## src/rtl/axi2ram_rdata_gen.sv

```systemverilog
// R-channel generator: pops RAM commands, issues SRAM reads, buffers returned words for AXI R (option: AXI2RAM_RD_RANGE_ERR_EN).
// Latency: pop at T gives earliest s_rvalid at T+C_RAM_RL+1; one beat per cycle sustained with s_rready=1.
// Backpressure: credit counter stops pops once pipe+buffer hold C_OBUF_DEPTH beats; s_rready never feeds the pop.
module axi2ram_rdata_gen #(
  parameter int C_ID         = 16,
  parameter int C_RAM_AW     = 15,
  parameter int C_RDW        = 128,
  parameter int C_RAM_RL     = 1,
  parameter int C_OBUF_DEPTH = 4
) (
  input  logic                       aclk_s,
  input  logic                       rst_n,
  input  logic [C_ID+C_RAM_AW+1:0]   ram_cmd_info,
  input  logic                       ram_cmd_empty,
  output logic                       ram_cmd_pop,
  output logic                       ram_rd_en,
  output logic [C_RAM_AW-1:0]        ram_rd_addr,
  input  logic [C_RDW-1:0]           ram_rd_data,
  output logic                       s_rvalid,
  input  logic                       s_rready,
  output logic [C_ID-1:0]            s_rid,
  output logic [C_RDW-1:0]           s_rdata,
  output logic [1:0]                 s_rresp,
  output logic                       s_rlast
);

  localparam int PW = $clog2(C_OBUF_DEPTH);
  localparam int CW = PW + 1;
  localparam logic [CW-1:0] DEPTH = CW'(C_OBUF_DEPTH);

  typedef struct packed {
    logic            vld;
    logic [C_ID-1:0] id;
    logic            last;
    logic            err;
  } pipe_t;

  typedef struct packed {
    logic [C_ID-1:0]  id;
    logic             last;
    logic [1:0]       resp;
    logic [C_RDW-1:0] data;
  } ent_t;

  logic                cmd_last;
  logic [C_ID-1:0]     cmd_id;
  logic                cmd_oor;
  logic [C_RAM_AW-1:0] cmd_addr;
  logic                cmd_err;

  assign {cmd_last, cmd_id, cmd_oor, cmd_addr} = ram_cmd_info;

`ifdef AXI2RAM_RD_RANGE_ERR_EN
  assign cmd_err = cmd_oor;
`else
  logic unused_oor;
  assign cmd_err    = 1'b0;
  assign unused_oor = cmd_oor;
`endif

  logic [CW-1:0] cnt_q, cnt_d;
  pipe_t         pipe_q [C_RAM_RL];
  pipe_t         pipe_d [C_RAM_RL];
  ent_t          buf_q  [C_OBUF_DEPTH];
  ent_t          buf_d  [C_OBUF_DEPTH];
  logic [PW:0]   wr_ptr_q, wr_ptr_d, rd_ptr_q, rd_ptr_d;
  logic          pop, hs;
  ent_t          head, wr_ent;

  // Credit counts beats in the pipe plus beats buffered, so the tail can never overflow.
  assign pop         = ~ram_cmd_empty & (cnt_q < DEPTH);
  assign ram_cmd_pop = pop;
  assign ram_rd_en   = pop & ~cmd_err;
  assign ram_rd_addr = ram_rd_en ? cmd_addr : '0;

  assign s_rvalid = (wr_ptr_q != rd_ptr_q);
  assign hs       = s_rvalid & s_rready;
  assign head     = buf_q[rd_ptr_q[PW-1:0]];
  assign s_rid    = s_rvalid ? head.id   : '0;
  assign s_rdata  = s_rvalid ? head.data : '0;
  assign s_rresp  = s_rvalid ? head.resp : 2'b00;
  assign s_rlast  = s_rvalid ? head.last : 1'b0;

  always_comb begin
    cnt_d = cnt_q;
    case ({pop, hs})
      2'b10:   cnt_d = cnt_q + CW'(1);
      2'b01:   cnt_d = cnt_q - CW'(1);
      default: cnt_d = cnt_q;
    endcase

    pipe_d[0] = {pop, cmd_id, cmd_last, cmd_err};
    for (int i = 1; i < C_RAM_RL; i++) begin
      pipe_d[i] = pipe_q[i-1];
    end

    // Range errors return a zeroed SLVERR beat instead of whatever sits on the SRAM bus.
    wr_ent.id   = pipe_q[C_RAM_RL-1].id;
    wr_ent.last = pipe_q[C_RAM_RL-1].last;
    wr_ent.resp = pipe_q[C_RAM_RL-1].err ? 2'b10 : 2'b00;
    wr_ent.data = pipe_q[C_RAM_RL-1].err ? '0 : ram_rd_data;

    buf_d    = buf_q;
    wr_ptr_d = wr_ptr_q;
    rd_ptr_d = rd_ptr_q;
    if (pipe_q[C_RAM_RL-1].vld) begin
      buf_d[wr_ptr_q[PW-1:0]] = wr_ent;
      wr_ptr_d = wr_ptr_q + (PW+1)'(1);
    end
    if (hs) begin
      rd_ptr_d = rd_ptr_q + (PW+1)'(1);
    end
  end

  always_ff @(posedge aclk_s or negedge rst_n) begin
    if (!rst_n) begin
      cnt_q    <= '0;
      pipe_q   <= '{default: '0};
      wr_ptr_q <= '0;
      rd_ptr_q <= '0;
    end else begin
      cnt_q    <= cnt_d;
      pipe_q   <= pipe_d;
      wr_ptr_q <= wr_ptr_d;
      rd_ptr_q <= rd_ptr_d;
    end
  end

  // Storage only; validity comes from the reset pointers.
  always_ff @(posedge aclk_s) begin
    buf_q <= buf_d;
  end

endmodule

```

## config.mk

```make
export PLATFORM = sky130hd
export DESIGN_NAME = axi2ram_rdata_gen
export DESIGN_NICKNAME = d
export VERILOG_FILES = /design/src/rtl/axi2ram_rdata_gen.sv
export SDC_FILE = /design/constraint.sdc
export NUM_CORES = 1
export LEC_CHECK = 0
export ABC_AREA = 0
export ABC_CLOCK_PERIOD_IN_PS = 4800
export BUFFER_PORTS_ARGS = -buffer_cell sky130_fd_sc_hd__clkbuf_2
export CAP_MARGIN = 15
export CORE_ASPECT_RATIO = 0.9
export CORE_MARGIN = 1.5
export CORE_UTILIZATION = 52
export CTS_CLUSTER_DIAMETER = 150
export CTS_CLUSTER_SIZE = 25
export DETAILED_ROUTE_END_ITERATION = 8
export GPL_TIMING_DRIVEN = 0
export MAX_ROUTING_LAYER = met4
export PLACE_DENSITY = 0.86
export SYNTH_ARGS = -nofsm -noshare
export SYNTH_HDL_FRONTEND = slang
export SYNTH_SLANG_ARGS = --single-unit
```

## constraint.sdc

```tcl
create_clock -name aclk_s -period 4.8 [get_ports aclk_s]
set_input_delay 0.72 -clock aclk_s [delete_from_list [all_inputs] [get_ports aclk_s]]
set_output_delay 0.72 -clock aclk_s [all_outputs]
set_load 0.005 [all_outputs]
```

== Word level (Yosys, flattened, before mapping) ==
Index checks and enable logic that the tools add are counted.

* Bits of input ports: 165
* Register bits after elaboration: 615
* RAM bits: 0
* Word-level logic and storage cells: 52
* Memories kept: 0
* Bits in latches: 0
* Bits in read-only memories: 0

* Divide/modulo/power cells: 0
* Reductions and logical operators: 2
* Shift-type cells: 0
* Muxes and demuxes: 12
* Order comparisons: 4
* $mul: 0
* Bitwise logic cells: 5
* Add/subtract/negate cells: 4
* Equality and inequality tests: 3

{| class="wikitable"
|+ Operator list
! cell !! number
|-
| $bwmux 588 || 1
|-
| $mux 147 || 3
|-
| $bmux 147 s2 || 1
|-
| $demux 147 s2 || 1
|-
| $mux 128 || 1
|-
| $mux 16 || 1
|-
| $mux 15 || 1
|-
| $add 3x1->3 const B || 3
|-
| $ge 3x3->1 const B || 2
|-
| $not 2->3 || 2
|-
| $pmux 3 s2 || 1
|-
| $lt 3x1->1 const B || 1
|-
| $lt 3x3->1 const B || 1
|-
| $ne 3x3->1 || 1
|-
| $sub 3x1->3 const B || 1
|-
| $and 1x1->1 || 2
|-
| $eq 2x1->1 const B || 1
|-
| $eq 2x2->1 const B || 1
|-
| $mux 2 || 1
|-
| $reduce_bool 2->1 || 1
|-
| $logic_and 1x1->1 || 1
|-
| $mux 1 || 1
|-
| $not 1->1 || 1
|}

== Logic depth before layout (Yosys ltp) ==
Gate-level depths: netlist of the first run.

* Depth after elaboration: 6
* Depth in mapped cells: 10

== Worst setup path before layout of the first run ==
OpenSTA, ideal clock, no wires.

* Path type: register to register
* From: reg, netlist name wr_ptr_q[0]
* To: reg buf_q[441] in the netlist's numbering, enable pin
* Period minus slack after synthesis: 4507 ps
* Stages on the path, launching flop included: 4
* Data arrival time: 3986 ps
* Setup time: 521 ps
* Path buffers: 0
* Required time: 4279 ps
* Setup slack: 293 ps
* Cell sequence: dfrtp_1 -> inv_1 -> ha_1 -> and2_1

{| class="wikitable"
|+ RTL lines
! item !! line !! source
|-
| end signal: assignment || 131 || <nowiki>buf_q <= buf_d;</nowiki>
|-
| end: declaration || 64 || <nowiki>ent_t buf_q [C_OBUF_DEPTH];</nowiki>
|}

== Worst setup path after layout of the first run ==
* From: reg rd_ptr_q[1]
* To: out s_rdata[63]

* Word-level cells in the longest chain between the ends: 5
* Elaborated cells between the ends (all ways): 6
* Classes of those cells: 1 x eq/ne; 4 x mux; 1 x bitwise

{| class="wikitable"
|+ RTL lines
! item !! line !! source
|-
| start: declaration || 66 || <nowiki>logic [PW:0] wr_ptr_q, wr_ptr_d, rd_ptr_q, rd_ptr_d;</nowiki>
|-
| start signal: assignment || 125 || <nowiki>rd_ptr_q <= rd_ptr_d;</nowiki>
|-
| $not 2->3 (implied by the code) || 78 || <nowiki>assign head = buf_q[rd_ptr_q[PW-1:0]];</nowiki>
|-
| $bmux 147 s2 || 78 ||
|-
| $mux 147 (implied by the code) (2 in a row) || 78 ||
|-
| $mux 128 (*) || 80 || <nowiki>assign s_rdata = s_rvalid ? head.data : '0;</nowiki>
|-
| end: declaration || 22 || <nowiki>output logic [C_RDW-1:0] s_rdata,</nowiki>
|}

Mark *: on every way between the ends. The rest lies on a longest branch, timed or not. The select of a mux whose other input is x is not followed.

==> summary.md, run 1 <==
The run gives 0 as the max-slew violation count. The run finished with clean final reports. Summing the areas of all and, or, nand and nor instances in the mapped netlist gives 7.55% of the synthesized area. Dominant synthesized flop cell: sky130_fd_sc_hd__edfxtp_1. The number of hold buffers added after CTS was 0. In this run the worst path has a maximum fanout of 10. In the routed layout, each cell is associated on average with a via count of 5.45. STA classifies the critical path endpoint as an output pin.

The path class of the tightest hold or removal check is in -> async. After routing the design area is 27500 um^2. The total buffers and inverters traversed by the critical path is 4.

During synthesis, Yosys emitted a total of 0 warnings. The worst register-to-register path begins at rd_ptr_q[0]. In this design, the stage delay of the slowest critical-path cell is 0.38 ns.

STA classifies the critical path startpoint as a flip-flop. Setup violations remaining at the end of the flow were counted as 0. Between clock sinks in the finished design, the worst skew comes to 0.0158 ns.

Setup slack closes at 1.56 ns. Number of enable flip-flop cells after synthesis: 580. The endpoint of the lowest-slack register-to-register path was cnt_q[2].

For this run, the register share of the synthesized area comes to 75.1%. The die is 230 um wide. Global routing finished with a remaining overflow of 0.

The cell count after synthesis came out at 1011. The floorplan step defined a core boundary enclosing 45600 um^2. The logs give 607 for the total number of clock tree sinks and 60.4% for the final cell utilization of the core. The first global-routing pass estimated 68400 um of wire.

In this run the tightest slew margin relative to its limit is 46.4%. The category of the most critical setup path is reg -> out. In this run the count of I/O pins placed on the die edge is 330. The post-synthesis xor/xnor area fraction is 0.395%, and the flop and latch count out of synthesis is 607.

TritonCTS created 28 clock buffers. For this configuration, the core starts out at a cell density of 52.9%. The top cell types in the final layout, fill and taps aside, are 580 x sky130_fd_sc_hd__edfxtp_1, 326 x sky130_fd_sc_hd__clkbuf_2, 145 x sky130_fd_sc_hd__mux4_2. The count of cell types in the netlist is 32, and the worst path arrival time is 2.52 ns. The minimum period implied by the final worst setup slack is 3.24 ns, and the post-synthesis average cell area is 23.8 um^2.

The number of cells on the worst reg-to-reg path is 10. The dominant combinational cell family by area after synthesis is multiplexers. TritonCTS built the clock tree. The detailed placement HPWL was 29500 um.

Setup repair after global routing left no endpoint under its margin. The via count of the first global-routing pass was 11800. In this run the cell area measured after placement is 26700 um^2.

The first detailed-routing pass ran for 5 iterations. The run gives 3 as the maximum buffer depth of the clock tree. The final net count came out at 1548. The area added between synthesis and finish came out at 14.2%. For this block, the routed nets add up to 45000 um of wire.

The cell type with the highest occurrence count on the critical path was sky130_fd_sc_hd__buf_2. The initial antenna violation count came out at 4. The most common library cell in the layout ignoring fill and taps was sky130_fd_sc_hd__edfxtp_1. The async set or reset register ratio after synthesis is 4.45%.

The tools report the final hold violation count as 0. For the DRC violation count after routing, the log shows 0. Overall track demand over capacity in global routing: 19.5%. The tools report the worst endpoint required time as 4.08 ns.

The tools report the number of resized instances in the post-cts repair step as 0. After floorplanning, the core was divided into 74 placement rows. The die is 207 um tall.

The transition time at the pin with the least slew margin works out to 0.804 ns. For the post-CTS setup buffer count, the log shows 0. Derived from the worst setup path, the maximum achievable clock frequency is 0.309 GHz.

The slowest stage of the critical path is the sky130_fd_sc_hd__buf_2 cell. The fraction of synthesized area in multiplexers works out to 13.6%. The H-tree depth reported by CTS came out at 1. The leakage dissipation is 9.87 nW. Dividing the detail-routed wire length by the instance count gives 22.5 um. The clock tree root driver cell was sky130_fd_sc_hd__clkbuf_16. The synthesized netlist devotes 0.151% of its cell area to compound gates. At the end of routability-driven placement, the weighted congestion stood at 0.764. The largest net degree at the start of global routing came out at 57. The setup slack of the most critical reg-to-reg path was 2.58 ns. The post-synthesis share of cell area spent on full adders, half adders and majority gates came out at 0.395%.

The routed layout has 10900 vias. The later pin in the worst-skew pair is clocked with a latency of 0.59 ns. The number of I/O port buffers is 326.

The max-cap check violation count was 0; the ratio of final minimum period to clock period was 67.5%. The first routing iteration left 735 violations. For the final routed database, the setup TNS stands at 0 ns. Power spread over the standard cell area amounts to 586 nW/um^2.

The die covers 47600 um^2. The post-CTS clock slew at the launch and capture registers of the worst setup and hold paths came out at 0.10 ns. The signal on the critical path passes through buf_2 -> buf_2 -> buf_2 -> mux4_2 -> nor2b_4 -> clkbuf_2.

Post-placement worst setup slack: 2.10 ns. IR analysis of the VDD net gives a maximum drop of 0.000487 V. The remaining antenna violation count is 0, and the fraction of final layout cells sized beyond drive strength 1 is 48.1%.

Grouping stages by cell kind, the critical path spends the most delay in buffers and inverters. The cell area that synthesis handed to floorplanning was 24100 um^2.
[final cells by class]
class                   instances  area [um^2]
clock inverters                 1         20.0
well taps                     608          761
multi-input cells             343         5340
inverters                       8         30.0
repair buffers                334         1850
plain buffers                  54          629
flip-flops and latches        607        18100
fillers                      3164        18100
diodes                          4         10.0
clock buffers                  39          763
[cells in the mapped netlist, types with 2 or more instances]
| cell | count | area (um^2) |
|---|---|---|
| sky130_fd_sc_hd__buf_6 | 2 | 22.5 |
| sky130_fd_sc_hd__buf_12 | 16 | 320 |
| sky130_fd_sc_hd__dfrtp_1 | 27 | 676 |
| sky130_fd_sc_hd__nor2b_4 | 99 | 1360 |
| sky130_fd_sc_hd__nor2_1 | 2 | 7.51 |
| sky130_fd_sc_hd__nand2_1 | 2 | 7.51 |
| sky130_fd_sc_hd__ha_1 | 6 | 75.1 |
| sky130_fd_sc_hd__buf_4 | 4 | 30.0 |
| sky130_fd_sc_hd__nor2b_1 | 47 | 294 |
| sky130_fd_sc_hd__mux4_2 | 145 | 3270 |
| sky130_fd_sc_hd__inv_1 | 7 | 26.3 |
| sky130_fd_sc_hd__xor2_1 | 6 | 52.6 |
| sky130_fd_sc_hd__buf_2 | 19 | 95.1 |
| sky130_fd_sc_hd__and2_1 | 19 | 119 |
| sky130_fd_sc_hd__buf_8 | 10 | 150 |
| sky130_fd_sc_hd__xnor2_1 | 3 | 26.3 |
| sky130_fd_sc_hd__edfxtp_1 | 580 | 17400 |
| sky130_fd_sc_hd__clkbuf_1 | 3 | 11.3 |
[metal layers]
metal | part of all wire [%] | GRT usage (%)
met5 | 0 | -
met1 | 40 | 24.8
met4 | 1.8 | 3.45
met2 | 51 | 32.9
met3 | 6.5 | 4.13
[cell families after synthesis]
family | Yosys count
and+or+nand+nor | 173
other | 1
adders and majority gates | 7
buffers and inverters | 62
AOI/OAI and AO/OA | 5
muxes | 146
xor gates and xnor gates | 10
DFF | 607
[worst reg2reg max path, delay by kind of cell (launching register included)]
family          cells  cell delay, ns
compound gates      1            0.41
xor+xnor            3            0.47
buf+inv             3            0.32
simple gates        1            0.07
flops               1            0.41
fa+ha+maj           2            0.41
[how the worst max path moves through the flow]
stage	cells past startpoint	endpoint	slack, ns	start
after floorplan	3	buf_q[441]	0.29	wr_ptr_q[0]
final	6	s_rdata[63]	1.56	rd_ptr_q[1]
after global routing	6	s_rdata[63]	1.39	rd_ptr_q[1]
after CTS	6	s_rdata[63]	1.44	rd_ptr_q[1]
after global placement	3	buf_q[478]	-2.45	wr_ptr_q[0]
after detailed placement	6	s_rdata[63]	2.10	rd_ptr_q[1]
[metrics by stage]
step                hold WS (ns)  std cells  power, W
CTS                        0.189       1994    0.0164
global route               0.198       1998    0.0169
global placement           0.461       1946    0.0137
floorplan                  0.424       1012    0.0115
detailed placement         0.458       1954    0.0138
finish                     0.192       1998    0.0161
[state kept, by name, summed over array words and instances, names as in the netlist]
register  flops
wr_ptr_q      3
cnt_q         3
buf_q       580
rd_ptr_q      3
pipe_q       18
[report_power, final]
group,switching [W],internal (W),leakage (nW)
sequential,0.000172,0.00659,5.58
clock,0.00148,0.00112,0.379
combinational,0.00325,0.00351,3.91
total,0.00490,0.0112,9.87
No activity file was read; power rests on OpenSTA's default activity.
==> run 2: changes to the inputs <==
--- a/config.mk
+++ b/config.mk
@@ -6,7 +6,7 @@
 export NUM_CORES = 1
 export LEC_CHECK = 0
 export ABC_AREA = 0
-export ABC_CLOCK_PERIOD_IN_PS = 4800
+export ABC_CLOCK_PERIOD_IN_PS = 2850
 export BUFFER_PORTS_ARGS = -buffer_cell sky130_fd_sc_hd__clkbuf_2
 export CAP_MARGIN = 15
 export CORE_ASPECT_RATIO = 0.9
==> constraint.sdc (replaced) <==
create_clock -name aclk_s -period 2.85 [get_ports aclk_s]
set_input_delay 0.4275 -clock aclk_s [delete_from_list [all_inputs] [get_ports aclk_s]]
set_output_delay 0.4275 -clock aclk_s [all_outputs]
set_load 0.005 [all_outputs]
==> run 2 against run 1 <==
Effect of this change: setup slack worse by 1.5 ns; critical path depth rose by 1; count of clock-buffer cells in the layout rose by 1; final area increased by 0.86%; register-to-register slack lost 2.1 ns; core utilization increased by 0.52 points; critical endpoint is now s_rdata[68]; largest power group is now combinational cells.
==> summary.md, run 2 (same netlist as run 1, synthesis figures left out) <==
The flow ran to the end, and the final reports show no timing, DRC or antenna violations. Sequential cells account for 41.7% of the total power. By startpoint and endpoint, the worst setup path is classified as reg -> out. The library cells used most frequently in the layout, excluding fill and tap cells, are 580 x sky130_fd_sc_hd__edfxtp_1, 328 x sky130_fd_sc_hd__clkbuf_2, 145 x sky130_fd_sc_hd__mux4_2. Of all nets on the critical path, the largest fanout is 10.

The y dimension of the die is 207 um, and the placement row count is 74. The tightest hold margin is 0.0532 ns. The DRC violation total after the first TritonRoute iteration was 851. The first detailed-routing pass took 5 iterations.

The initial antenna violation count is 2. The number of I/O port buffers was 326. After clock tree synthesis, the clock-pin slew on the worst setup and hold paths is 0.10 ns.

Path type of the worst min-delay path: in -> reg. At the end of routability-driven placement, the weighted congestion stood at 0.756. The tools report the initial core utilization as 52.9%. Detailed placement HPWL: 29500 um.

The maximum clock rate was 0.364 GHz. Setup violations remaining at the end of the flow were counted as 0. Max-cap violations in this run came to 0. The overall track demand over capacity in global routing is 20.0%, and the fraction of power spent switching nets is 30.4%. The most flop-heavy register is buf_q. In this run the clock root is driven by a sky130_fd_sc_hd__clkbuf_16. The run gives 1 as the H-tree depth reported by CTS. The largest registers in the layout are buf_q (580), pipe_q (18). The core region is 45600 um^2. The post-route netlist has 47.5% of its cells at a drive strength greater than 1. TritonCTS created 28 clock buffers. The library cell used most frequently in the layout, excluding fill and tap cells, is sky130_fd_sc_hd__edfxtp_1. The width of the die works out to 230 um. Per-cell via count in the routed design: 5.51. Dividing the detail-routed wire length by the instance count gives 22.7 um.

The count of nets left with antenna violations once routing finished came out at 0. Timing analysis after detailed placement gives a worst setup slack of 0.424 ns. For this run, design rule violations remaining after detail routing come to 0. The internal power component was 0.0190 W.

Setup repair after global routing could not meet its margin everywhere. In this run, the clock network consumes 16.2% of the power. The minimum period implied by the final worst setup slack came out at 2.75 ns. Data arrives at the worst endpoint at 2.32 ns. The first global-routing pass estimated 70300 um of wire.

The ratio of final minimum period to clock period was 96.4%; the final cell utilization of the core was 60.9%. The analysis attributes to net switching a power of 0.00831 W. The register with the most flip-flops in the layout has 580 of them. Entering global routing, the biggest net connects 59 pins.

The worst endpoint required time was 2.42 ns; the power density over the cells was 985 nW/um^2. The sequential cells in the finished layout cover a total of 18100 um^2. For the clock insertion delay at the later pin of the skew report, the log shows 0.58 ns. The minimum setup slack in the final design was 0.104 ns; the total power consumption of the routed design was 0.0273 W. Clock skew on the completed layout was measured at 0.0188 ns. CTS saw 607 sinks. The routed via count is 11100, and the total length of routed wires is 45800 um.

Counting the fill cells in the layout gives 3140. The leakage dissipation is 9.97 nW, and the via count of the first global-routing pass is 12200. STA classifies the critical path startpoint as a flip-flop.

STA classifies the critical path endpoint as an output pin. Summed over all layers, the global routing overflow is 0. The logs give 0 for the final hold violation count and 3 for the maximum buffer depth of the clock tree. The final net count came out at 1566. The area added between synthesis and finish came out at 15.2%.

TritonCTS built the clock tree. At the pin with the least slew margin, the transition time is 0.824 ns. Max-slew violation count: 0.

The die covers 47600 um^2. Measured against its own limit, the worst slew margin works out to 45.1%. The tools report the highest ir drop seen on vdd as 0.000712 V.

330 I/O pins were placed. The share of total power dissipated in combinational logic is 42.1%. The multi-input combinational cells in the finished layout cover a total of 5340 um^2.
==> run 2: final cells by class <==
cell class	instances	area share (%)
flip-flops and latches	607	65.2
multi-input cells	343	19.3
repair buffers	352	7.33
clock buffers	40	2.77
well taps	608	2.74
plain buffers	54	2.45
inverters	8	0.108
clock inverters	1	0.0722
diodes	3	0.0271
==> run 2: critical path, stage by stage (launching register included) <==
cell                       delay, ns
sky130_fd_sc_hd__dfrtp_1        0.41
sky130_fd_sc_hd__buf_6          0.15
sky130_fd_sc_hd__xor2_2         0.21
sky130_fd_sc_hd__nor3_4         0.28
sky130_fd_sc_hd__buf_4          0.25
sky130_fd_sc_hd__clkbuf_4       0.24
sky130_fd_sc_hd__nor2b_1        0.08
sky130_fd_sc_hd__clkbuf_2       0.12
==> run 2: timing repair <==
| action | in CTS | in global routing |
|---|---|---|
| hold buffers | 18 | 0 |
| resized for setup | 10 | 9 |
| setup endpoints to repair | 118 | 31 |
| buffers inserted | 0 | 0 |
| endpoints found under the hold margin | 44 | 0 |
==> run 2: metrics by stage <==
stage,cells,TNS (ns),cell area (um^2)
2_1_floorplan,1012,0,24100
3_3_place_gp,1946,-240.01,26500
3_5_place_dp,1954,0,26700
4_1_cts,2013,0,27700
6_report,2016,0,27700
5_1_grt,2015,-0.000642,27700
==> run 2: layer usage <==
layer	routed length [um]	GRT usage [%]	up-vias
li1	-	-	4827
met2	24300	34.7	352
met4	592	3.16	0
met1	18000	25.1	5877
met5	0	-	-
met3	2840	3.58	44
==> run 2: final timing paths <==
check,cells after the start,slack [ns],from,endpoint
max,7,0.10,rd_ptr_q[0],s_rdata[68]
min,1,0.05,ram_rd_data[18],buf_q[459]
max reg2reg,7,0.51,cnt_q[2],cnt_q[1]
min reg2reg,1,0.49,cnt_q[0],cnt_q[0]
max in group asynchronous,2,1.94,rst_n,pipe_q[4]
min in group asynchronous,2,0.43,rst_n,pipe_q[12]
==> run 2: power groups by stage <==
stage / registers, W / clock network (W) / logic (W)
finish: 0.0114 / 0.00442 / 0.0115
global route: 0.0115 / 0.00481 / 0.0123
CTS: 0.0114 / 0.00453 / 0.0117
detailed placement: 0.0116 / 0 / 0.0115
global placement: 0.0116 / 0 / 0.0112
floorplan: 0.0115 / 0 / 0.00768
